**config.mk**
```make
export PLATFORM = sky130hd
export DESIGN_NAME = fir_decimate_stage
export DESIGN_NICKNAME = d
export VERILOG_FILES = /design/src/rtl/fir_stream_pkg.sv /design/src/rtl/stream_skid_buf.sv /design/src/rtl/fir_decimate_stage.sv
export SDC_FILE = /design/constraint.sdc
export NUM_CORES = 1
export LEC_CHECK = 0
export ABC_AREA = 1
export BUFFER_PORTS_ARGS = -buffer_cell sky130_fd_sc_hd__buf_2
export CELL_PAD_IN_SITES_DETAIL_PLACEMENT = 1
export CELL_PAD_IN_SITES_GLOBAL_PLACEMENT = 1
export CORE_ASPECT_RATIO = 0.7
export CORE_UTILIZATION = 40
export CTS_CLUSTER_SIZE = 20
export DETAILED_ROUTE_END_ITERATION = 6
export GPL_TIMING_DRIVEN = 0
export PLACE_DENSITY = 0.88
export SLEW_MARGIN = 20
export SYNTH_ARGS = -nofsm -noshare
export SYNTH_HDL_FRONTEND = slang
export SYNTH_SLANG_ARGS = --single-unit
```
**constraint.sdc**
```tcl
create_clock -name clk -period 2.4 [get_ports clk]
set_input_delay 0.36 -clock clk [delete_from_list [all_inputs] [get_ports clk]]
set_output_delay 0.36 -clock clk [all_outputs]
set_load 0.02 [all_outputs]
```
**src/rtl/fir_stream_pkg.sv**
```systemverilog
// Shared definitions for the FIR post-processing chain: default widths, the
// stage FSM encoding and the rounding/saturation helper used by several stages.
package fir_stream_pkg;

    localparam int FIR_DATA_W = 32;
    localparam int FIR_OUT_W  = 16;

    typedef enum logic [0:0] {
        ST_WARMUP = 1'b0,
        ST_RUN    = 1'b1
    } fsm_state_e;

    // Round half up, arithmetic shift right, then clamp to a signed out_w range.
    // Works at 64 bits so any input up to 62 bits gets its extra carry bit for free.
    function automatic logic signed [63:0] round_sat(
        input logic signed [63:0] x,
        input int                 shift,
        input int                 out_w
    );
        logic signed [63:0] sum;
        logic signed [63:0] y;
        logic signed [63:0] hi;
        logic signed [63:0] lo;
        sum = x;
        if (shift > 0) begin
            sum = x + (64'sd1 <<< (shift - 1));
        end
        y  = sum >>> shift;
        hi = (64'sd1 <<< (out_w - 1)) - 64'sd1;
        lo = -(64'sd1 <<< (out_w - 1));
        if (y > hi) begin
            round_sat = hi;
        end else if (y < lo) begin
            round_sat = lo;
        end else begin
            round_sat = y;
        end
    endfunction

endpackage

```
**src/rtl/stream_skid_buf.sv**
```systemverilog
// Two-entry ready/valid buffer: an output register backed by one skid register.
// Handshake: a beat moves when valid && ready; valid never waits on ready, and
// out_data/out_last hold steady while out_valid && !out_ready.
module stream_skid_buf #(
    parameter int W = 16
) (
    input  logic         clk,
    input  logic         reset,
    input  logic         push_valid,
    input  logic [W-1:0] push_data,
    input  logic         push_last,
    output logic         push_ready,
    output logic         out_valid,
    input  logic         out_ready,
    output logic [W-1:0] out_data,
    output logic         out_last
);

    logic         skid_valid;
    logic [W-1:0] skid_data;
    logic         skid_last;
    logic         drain;
    logic         push_ok;

    // Readiness depends only on the skid flop, so it never sees out_ready combinationally.
    assign push_ready = !skid_valid;
    assign push_ok    = push_valid && !skid_valid;
    assign drain      = out_valid && out_ready;

    always_ff @(posedge clk) begin
        if (reset) begin
            out_valid  <= 1'b0;
            out_data   <= '0;
            out_last   <= 1'b0;
            skid_valid <= 1'b0;
            skid_data  <= '0;
            skid_last  <= 1'b0;
        end else if (drain || !out_valid) begin
            // Output slot frees up: the older skid entry always goes first.
            if (skid_valid) begin
                out_valid  <= 1'b1;
                out_data   <= skid_data;
                out_last   <= skid_last;
                skid_valid <= 1'b0;
            end else if (push_ok) begin
                out_valid <= 1'b1;
                out_data  <= push_data;
                out_last  <= push_last;
            end else begin
                out_valid <= 1'b0;
            end
        end else if (push_ok) begin
            skid_valid <= 1'b1;
            skid_data  <= push_data;
            skid_last  <= push_last;
        end
    end

endmodule

```
**src/rtl/fir_decimate_stage.sv**
```systemverilog
// Drops the FIR fill samples, keeps one in DECIM of the rest, rescales each kept
// sample to OUT_W bits and streams it out with a frame-end marker.
module fir_decimate_stage
    import fir_stream_pkg::*;
#(
    parameter int DATA_W    = FIR_DATA_W,
    parameter int OUT_W     = FIR_OUT_W,
    parameter int SKIP      = 15,
    parameter int DECIM     = 4,
    parameter int SHIFT     = 4,
    parameter int FRAME_LEN = 256
) (
    input  logic              clk,
    input  logic              reset,
    input  logic              in_valid,
    output logic              in_ready,
    input  logic [DATA_W-1:0] in_data,
    output logic              out_valid,
    input  logic              out_ready,
    output logic [OUT_W-1:0]  out_data,
    output logic              out_last,
    output fsm_state_e        state_dbg
);

    localparam int SKIP_W  = (SKIP > 1) ? $clog2(SKIP) : 1;
    localparam int PHASE_W = (DECIM > 1) ? $clog2(DECIM) : 1;
    localparam int FRAME_W = (FRAME_LEN > 1) ? $clog2(FRAME_LEN) : 1;

    localparam logic [SKIP_W-1:0]  SKIP_LAST  = SKIP_W'((SKIP > 0) ? SKIP - 1 : 0);
    localparam logic [PHASE_W-1:0] PHASE_LAST = PHASE_W'(DECIM - 1);
    localparam logic [FRAME_W-1:0] FRAME_LAST = FRAME_W'(FRAME_LEN - 1);
    localparam logic [FRAME_W:0]   FRAME_SPAN = (FRAME_W + 1)'(FRAME_LEN);
    localparam fsm_state_e         STATE_RST  = (SKIP == 0) ? ST_RUN : ST_WARMUP;

    fsm_state_e         state_q, state_d;
    logic [SKIP_W-1:0]  skip_cnt, skip_cnt_d;
    logic [PHASE_W-1:0] phase, phase_d;
    logic [FRAME_W-1:0] frame_cnt, frame_cnt_d;
    logic [FRAME_W:0]   tag_idx;

    logic              buf_ready;
    logic              xfer;
    logic              keep;
    logic              push_last;
    logic [OUT_W-1:0]  push_data;

    assign in_ready  = buf_ready && !reset;
    assign xfer      = in_valid && in_ready;
    assign keep      = xfer && (state_q == ST_RUN) && (phase == '0);
    assign state_dbg = state_q;
    assign push_data = OUT_W'(round_sat(64'(signed'(in_data)), SHIFT, OUT_W));

    always_ff @(posedge clk) begin
        if (reset) begin
            state_q   <= STATE_RST;
            skip_cnt  <= '0;
            phase     <= '0;
            frame_cnt <= '0;
        end else begin
            state_q   <= state_d;
            skip_cnt  <= skip_cnt_d;
            phase     <= phase_d;
            frame_cnt <= frame_cnt_d;
        end
    end

    always_comb begin
        state_d    = state_q;
        skip_cnt_d = skip_cnt;
        phase_d    = phase;
        case (state_q)
            ST_WARMUP: begin
                if (xfer) begin
                    if (skip_cnt == SKIP_LAST) begin
                        state_d    = ST_RUN;
                        skip_cnt_d = '0;
                    end else begin
                        skip_cnt_d = skip_cnt + 1'b1;
                    end
                end
            end
            ST_RUN: begin
                if (xfer) begin
                    phase_d = (phase == PHASE_LAST) ? '0 : phase + 1'b1;
                end
            end
            default: state_d = STATE_RST;
        endcase
    end

    // frame_cnt indexes the sample on the output register. A push can only happen
    // with the skid empty, so the new sample sits exactly out_valid places behind it.
    always_comb begin
        frame_cnt_d = frame_cnt;
        if (out_valid && out_ready) begin
            frame_cnt_d = (frame_cnt == FRAME_LAST) ? '0 : frame_cnt + 1'b1;
        end
        tag_idx = {1'b0, frame_cnt} + {{FRAME_W{1'b0}}, out_valid};
        if (tag_idx > {1'b0, FRAME_LAST}) begin
            tag_idx = tag_idx - FRAME_SPAN;
        end
        push_last = (tag_idx[FRAME_W-1:0] == FRAME_LAST);
    end

    stream_skid_buf #(
        .W(OUT_W)
    ) u_buf (
        .clk       (clk),
        .reset     (reset),
        .push_valid(keep),
        .push_data (push_data),
        .push_last (push_last),
        .push_ready(buf_ready),
        .out_valid (out_valid),
        .out_ready (out_ready),
        .out_data  (out_data),
        .out_last  (out_last)
    );

endmodule

```
==> metrics.md, run 1 <==
| Metric | Value |
|---|---|
| First-pass GRT wire length | 18.8 mm |
| # IOs | 56 |
| Avg Inst Size Synth | 6.42 µm² |
| Post-synthesis cell count | 538 |
| Routability Congestion | 0.973 |
| Most Crowded Layer GR | met2 |
| RSZ-0062 raised after global routing | false |
| Synth-to-layout area growth | 15.9% |
| CTS Sinks | 51 |
| Gr usage total | 26.6% |
| Root Buffer | clkbuf_16 |
| Diode count | 0 |
| Fmax | 0.437 GHz |
| Final setup TNS | 0 ns |
| Slew margin rel. | 57.9% |
| Power Density | 444 nW/µm² |
| M3 GR Usage | 4.33% |
| Critical Path Fanout Max | 10 |
| Number of vias per cell | 5.33 |
| CP required | 2.63 ns |
| Critical R2R Launch | u_buf.skid_valid |
| Clock-pin slew on the worst setup and hold paths | 0.07 ns |
| Syn nets | 580 |
| Critical Path Start | in_data[11] |
| Routed len/inst | 16.1 µm |
| Yosys reg bits | 51 |
| Drt drc | 0 |
| Initial detailed-routing violation count | 161 |
| Yosys cell types | 34 |
| CP arrival | 2.51 ns |
| Initial antenna violation count | 0 |
| Status | completed |
| Startpoint Class | primary input |
| PortBufs | 51 |
| Area of the die | 9010 µm² |
| Register area share after synthesis | 29.6% |
| Site row count | 27 |
| Final period util | 95.2% |
| Worst-skew pair later-pin latency | 0.29 ns |
| Routed wire length | 11.3 mm |
| Setup Viol. Count Final | 0 |
| Nets | 638 |
| Setup CP Type | primary input to register |
| Vias in the first global route | 3903 |
| # Post-CTS Setup Buffers | 0 |
| CTS tree | done |
| Max cap viols | 0 |
| Initial Utilization | 42.6% |
| P_leak | 0.00189 µW |
| Cell Area, Synth | 3450 µm² |
| Resize count post-CTS | 0 |
| Final hold violations | 0 |
| Minimum clock period | 2.29 ns |
| Layout cells sized above 1 | 20.4% |
| Die X | 113 µm |
| Hold Path Origin | in_valid |
| CTS Buffer Depth | 2 |
| CTS buffer count | 5 |
| Met1 usage | 36.8% |
| Detailed Routing Iterations Pass 1 | 4 |
| Yosys warnings | 0 |
| Routed Antenna Nets | 0 |
| DP HPWL | 9.16 mm |
| Post-route clock skew | 0.00664 ns |
| Slew Viols, Final | 0 |
| Grt ovf | 0 |
| Total power | 1780 µW |
| Crit path capture type | register |
| Slew @ Worst Pin | 0.632 ns |
| Largest net degree at the start of global routing | 16 |
| Met2 Resource Use GR | 44.2% |
| Via count | 3722 |
| IR drop worst, VDD | 0.269 mV |
| Hold Crit Class | primary input to register |
| H-tree levels | 2 |
| Die height | 79.7 µm |
| Core Box Area | 8110 µm² |
| Hold Buf Count CTS | 0 |
power breakdown:
group,internal [µW],switching (µW),total [µW]
Sequential,848,1.69,849
Combinational,76.3,150,226
Clock,381,321,703
cells by family (layout without fill, tap and decap cells):
kind of cell	Yosys count	count (layout)	share of synthesized area, %
adders and majority gates	6	6	2.17
and+or+nand+nor	321	321	41.9
AOI/OAI and AO/OA	67	67	12.3
buffers and inverters	76	135	9.75
DFF	51	51	29.6
xor gates and xnor gates	17	17	4.31
cell usage in the layout, fill, tap and decap left out, types with 2 or more instances in the layout:
cell type / instances
buf_6: 3
xnor2_1: 5
nand2_1: 142
clkbuf_1: 6
nand2_2: 14
xor2_1: 12
nand3_1: 39
clkinv_2: 3
nand2_4: 2
clkbuf_16: 5
buf_2: 55
o21ai_0: 14
nand3_2: 8
buf_4: 3
a21oi_2: 10
a21oi_1: 23
nand3b_1: 6
o211ai_1: 15
dfxtp_1: 51
nor3_1: 3
nor2_1: 89
nor2_2: 10
nor2_4: 4
inv_1: 57
ha_1: 5
cell usage after synthesis:
| library cell | instances | area share, % |
|---|---|---|
| nand2_2 | 14 | 2.5 |
| nand2_4 | 2 | 0.65 |
| a221oi_1 | 1 | 0.25 |
| nand3_1 | 39 | 5.7 |
| nand4_1 | 1 | 0.18 |
| nor2_1 | 91 | 9.9 |
| nand3_2 | 9 | 2.6 |
| a21oi_1 | 23 | 3.3 |
| inv_1 | 57 | 6.2 |
| buf_6 | 2 | 0.65 |
| a211oi_1 | 1 | 0.22 |
| buf_12 | 1 | 0.58 |
| a311oi_1 | 1 | 0.25 |
| a31oi_1 | 1 | 0.18 |
| xor2_1 | 12 | 3.0 |
| o21ai_0 | 14 | 2.0 |
| nor3b_1 | 1 | 0.22 |
| o211ai_1 | 15 | 3.3 |
| buf_1 | 1 | 0.11 |
| o2111ai_1 | 1 | 0.25 |
| or2_2 | 1 | 0.18 |
| nand2_1 | 142 | 15 |
| clkbuf_1 | 6 | 0.65 |
| buf_2 | 4 | 0.58 |
| nand3b_1 | 6 | 1.3 |
| xnor2_1 | 5 | 1.3 |
| a21oi_2 | 10 | 2.5 |
| nor2_2 | 8 | 1.4 |
| buf_4 | 4 | 0.87 |
| nor2_4 | 4 | 1.3 |
| dfxtp_1 | 51 | 30 |
| nor3_1 | 3 | 0.43 |
| inv_2 | 1 | 0.11 |
| ha_1 | 6 | 2.2 |
layout make-up:
type / count / area (µm²)
Fill cell: 1134 / 4110
Multi-Input combinational cell: 411 / 2120
Sequential cell: 51 / 1020
Timing Repair Buffer: 51 / 255
Inverter: 58 / 218
Tap cell: 101 / 126
Clock buffer: 5 / 125
Buffer: 18 / 123
Clock inverter: 3 / 15.0
per-stage QoR:
stage | instance area (µm²) | util [%] | hold WS [ns] | std cells | setup WS, ns
after floorplan | 3450 | - | 0.422 | 538 | 0.327
final | 4000 | 49.4 | 0.338 | 698 | 0.114
after global placement | 3830 | 47.3 | 0.441 | 690 | -0.122
after global routing | 4000 | 49.4 | 0.381 | 698 | 0.00361
after CTS | 3970 | 49.0 | 0.342 | 698 | 0.0443
after detailed placement | 3830 | 47.3 | 0.455 | 690 | -0.234
per-layer routing:
metal | vias up | part of all wire [%]
met5 | - | 0
met4 | 0 | 0.30
met2 | 56 | 45
met3 | 4 | 4.5
met1 | 1831 | 50
li1 | 1831 | -
critical path: stages:
cell	delay, ns
buf_2	0.14
nand2_1	0.09
nor2_1	0.19
nand2_1	0.11
nor2_2	0.22
nand3b_1	0.13
nand2_1	0.14
nand2_1	0.07
nor2_1	0.30
nand3_2	0.15
nand2_4	0.12
buf_12	0.15
nand2_2	0.07
nand3_2	0.05
nand2_1	0.08
a21oi_2	0.12
path summary, 6_finish.rpt:
kind	end	slack [ns]	cells past startpoint
worst max-delay path	u_buf.out_data[13]	0.11	16
worst min-delay path	state_dbg	0.34	3
worst max register to register	u_buf.skid_data[4]	0.25	9
worst min register to register	u_buf.out_data[9]	0.47	2
sequential cells by signal, indices dropped and copies added (netlist names):
signal,flops
frame_cnt,8
skip_cnt,4
phase,2
u_buf.skid_last,1
u_buf.skid_data,16
u_buf.out_data,16
u_buf.skid_valid,1
u_buf.out_last,1
state_dbg,1
u_buf.out_valid,1
(Power assumes the default switching activity.)
==> run 2: changes to the inputs <==
--- a/config.mk
+++ b/config.mk
@@ -10,11 +10,11 @@
 export CELL_PAD_IN_SITES_DETAIL_PLACEMENT = 1
 export CELL_PAD_IN_SITES_GLOBAL_PLACEMENT = 1
 export CORE_ASPECT_RATIO = 0.7
-export CORE_UTILIZATION = 40
+export CORE_UTILIZATION = 35
 export CTS_CLUSTER_SIZE = 20
 export DETAILED_ROUTE_END_ITERATION = 6
 export GPL_TIMING_DRIVEN = 0
-export PLACE_DENSITY = 0.88
+export PLACE_DENSITY = 0.79
 export SLEW_MARGIN = 20
 export SYNTH_ARGS = -nofsm -noshare
 export SYNTH_HDL_FRONTEND = slang
==> run 2 against run 1 <==
Effect of this change: via count is 2.2% lower; register-to-register slack better by 0.04 ns; die area is 14% higher; worst setup slack better by 0.049 ns; count of clock-buffer cells in the layout is 1 higher; sequential share of layout area is 0.095 points lower; critical path depth is 2 higher; flip-flop and latch count stayed put; total power is 1.9% lower; first-iteration DRC count is 3.7% higher; core utilization is 6.3 points lower; largest cell class unchanged.
==> metrics.md, run 2 (synthesized netlist as in run 1, its figures left out) <==
| Metric | Value |
|---|---|
| Footprint of the multi-input gates | 2120 µm² (about the same) |
| Nets | 638 (unchanged) |
| Setup slack, reg-to-reg | 0.29 ns (was 0.25 ns) |
| Slew Viols, Final | 0 (unchanged) |
| Worst flop-to-flop path endpoint | u_buf.skid_data[13] (was u_buf.skid_data[4]) |
| Synth-to-layout area growth | 16.4% (was 15.9%) |
| Post-place setup slack | -0.301 ns (was -0.234 ns) |
| Die height | 85.1 µm (was 79.7 µm) |
| Initial antenna violation count | 0 (unchanged) |
| Most frequent cells in the layout | 142 x nand2_1, 90 x nor2_1, 57 x inv_1 (was 142 x nand2_1, 89 x nor2_1, 57 x inv_1) |
| Max cap viols | 0 (unchanged) |
| Max stage delay on crit path | 0.20 ns (was 0.30 ns) |
| Critical Path Fanout Max | 10 (unchanged) |
| DP HPWL | 8.94 mm (was 9.16 mm) |
| Die X | 121 µm (was 113 µm) |
| CTS Buffer Depth | 2 (unchanged) |
| Core Box Area | 9330 µm² (was 8110 µm²) |
| Status | completed (unchanged) |
| Post-route clock skew | 0.00520 ns (was 0.00664 ns) |
| Clock-pin slew on the worst setup and hold paths | 0.06 ns (was 0.07 ns) |
| PortBufs | 51 (unchanged) |
| H-tree levels | 2 (unchanged) |
| Setup CP Type | primary input to register (unchanged) |
| Detailed Routing Iterations Pass 1 | 5 (was 4) |
| First-pass GRT wire length | 18.1 mm (was 18.8 mm) |
| Routed Antenna Nets | 0 (unchanged) |
| Total power | 1740 µW (was 1780 µW) |
| Minimum clock period | 2.24 ns (was 2.29 ns) |
| Critical-path cell list | buf_2, ha_4, nand3_4, inv_2, nand2_4, nor2_4, nand2_1, nand2_1, nand2_1, nor2_1, nand2_1, nor2_1, nand2_1, nand2_1, buf_6, nand3_1, nand2_1, a21oi_1 (was buf_2, nand2_1, nor2_1, nand2_1, nor2_2, nand3b_1, nand2_1, nand2_1, nor2_1, nand3_2, nand2_4, buf_12, nand2_2, nand3_2, nand2_1, a21oi_2) |
| Critical R2R Launch | u_buf.skid_valid (unchanged) |
| Slew @ Worst Pin | 0.571 ns (was 0.632 ns) |
| Startpoint Class | primary input (unchanged) |
| Via count | 3640 (was 3722) |
| Slew margin rel. | 62.0% (was 57.9%) |
| WP depth | 18 (was 16) |
| Routed len/inst | 15.2 µm (was 16.1 µm) |
| Drt drc | 0 (unchanged) |
| Routed wire length | 11.0 mm (was 11.3 mm) |
| Min Hold Slack | 0.358 ns (was 0.338 ns) |
| Worst Setup EP | u_buf.out_data[12] (was u_buf.out_data[13]) |
| Final hold violations | 0 (unchanged) |
| Slowest-stage cell, CP | buf_2 (was nor2_1) |
| # Post-CTS Setup Buffers | 0 (unchanged) |
| Routability Congestion | 0.897 (was 0.973) |
| Area of the die | 10300 µm² (was 9010 µm²) |
| Vias in the first global route | 3768 (was 3903) |
| IR drop worst, VDD | 0.253 mV (was 0.269 mV) |
| Worst-skew pair later-pin latency | 0.29 ns (about the same) |
| Fmax | 0.447 GHz (was 0.437 GHz) |
| P_leak | 0.00188 µW (was 0.00189 µW) |
| Crit path capture type | register (unchanged) |
| Gr usage total | 22.5% (was 26.6%) |
| Site row count | 29 (was 27) |
| Number of vias per cell | 5.06 (was 5.33) |
| Final core occ | 43.1% (was 49.4%) |
| CTS buffer count | 5 (unchanged) |
| Critical Path Start | in_data[3] (was in_data[11]) |
| Initial detailed-routing violation count | 167 (was 161) |
| Power Density | 434 nW/µm² (was 444 nW/µm²) |
| CTS tree | done (unchanged) |
| Setup Viol. Count Final | 0 (unchanged) |
| Crit path max-delay family | simple AND/OR/NAND/NOR gates (unchanged) |
| Grt ovf | 0 (unchanged) |
| Reg area | 1020 µm² (unchanged) |
| CP arrival | 2.39 ns (was 2.51 ns) |
| Diode count | 0 (unchanged) |
| R2R depth | 9 (unchanged) |
| Final worst slack | 0.163 ns (was 0.114 ns) |
| CP required | 2.55 ns (was 2.63 ns) |
| Dpl cell area | 3860 µm² (was 3830 µm²) |
| Crit path top cell by count | nand2_1 (unchanged) |
| Initial Utilization | 37.0% (was 42.6%) |
| Finished Cell Area | 4020 µm² (was 4000 µm²) |
| Top flop regs | u_buf.out_data: 16 flops, u_buf.skid_data: 16 flops, frame_cnt: 8 flops (unchanged) |
| CP Buf/Inv Count | 3 (was 2) |
| Largest net degree at the start of global routing | 14 (was 16) |
| Hold Crit Class | primary input to register (unchanged) |
| Hold Buf Count CTS | 0 (unchanged) |
| Final period util | 93.2% (was 95.2%) |
| CTS Sinks | 51 (unchanged) |
| Fillers | 1250 (was 1134) |
| Most common cell after layout, fill and taps aside | nand2_1 (unchanged) |
| # IOs | 56 (unchanged) |
| Layout cells sized above 1 | 19.8% (was 20.4%) |
| Root Buffer | clkbuf_16 (unchanged) |
[run 2: cell count changes in the layout (fill, tap and decap cells not counted), sizes merged]
cell | before | now
clkbuf | 11 | 12
clkinv | 3 | 0
[run 2: final cells by class]
cell class / instances / share of cell area (%)
flip-flops and latches: 51 / 25.4
clock buffers: 6 / 3.21
multi-input cells: 411 / 52.7
inverters: 58 / 5.42
plain buffers: 18 / 3.05
well taps: 124 / 3.86
repair buffers: 51 / 6.35
[run 2: worst reg2reg max path, delay by kind of cell (launching register included)]
family                 cells  cell delay, ns
flip-flops                 1            0.34
AO/OA/AOI/OAI              1            0.11
AND/OR/NAND/NOR            6            1.08
buffers and inverters      2            0.48
[run 2: worst min-delay path by stage]
| stage | startpoint | endpoint | slack, ns | cells after the start |
|---|---|---|---|---|
| 4_1_cts | in_valid | state_dbg | 0.36 | 3 |
| 3_5_place_dp | skip_cnt[3] | skip_cnt[3] | 0.46 | 1 |
| 6_report | in_valid | state_dbg | 0.36 | 3 |
| 5_1_grt | in_valid | state_dbg | 0.38 | 3 |
| 3_3_place_gp | skip_cnt[3] | skip_cnt[3] | 0.44 | 1 |
| 2_1_floorplan | skip_cnt[3] | skip_cnt[3] | 0.42 | 1 |
[run 2: layer usage]
metal | routed length [µm] | up-vias | global-route usage (%)
li1 | - | 1829 | -
met1 | 5550 | 1737 | 31.4
met2 | 4760 | 65 | 35.8
met3 | 581 | 9 | 4.50
met4 | 69 | 0 | 4.60
met5 | 0 | - | 0
[run 2: power by group]
group | internal, µW | leakage (µW) | switching (µW) | total, µW
clock network | 376 | 0.0000628 | 295 | 670
logic | 76.5 | 0.00141 | 149 | 225
registers | 848 | 0.000411 | 1.57 | 850
[run 2: per-stage QoR]
stage / std cells / setup TNS, ns
floorplan: 538 / 0
global placement: 713 / -3.20
detailed placement: 713 / -6.66
CTS: 719 / 0
global route: 719 / -0.0106
finish: 719 / 0
[run 2: repair_timing]
action	in CTS	in global routing
endpoints found under the setup margin	2	29
gates cloned	0	0
resized for setup	1	5
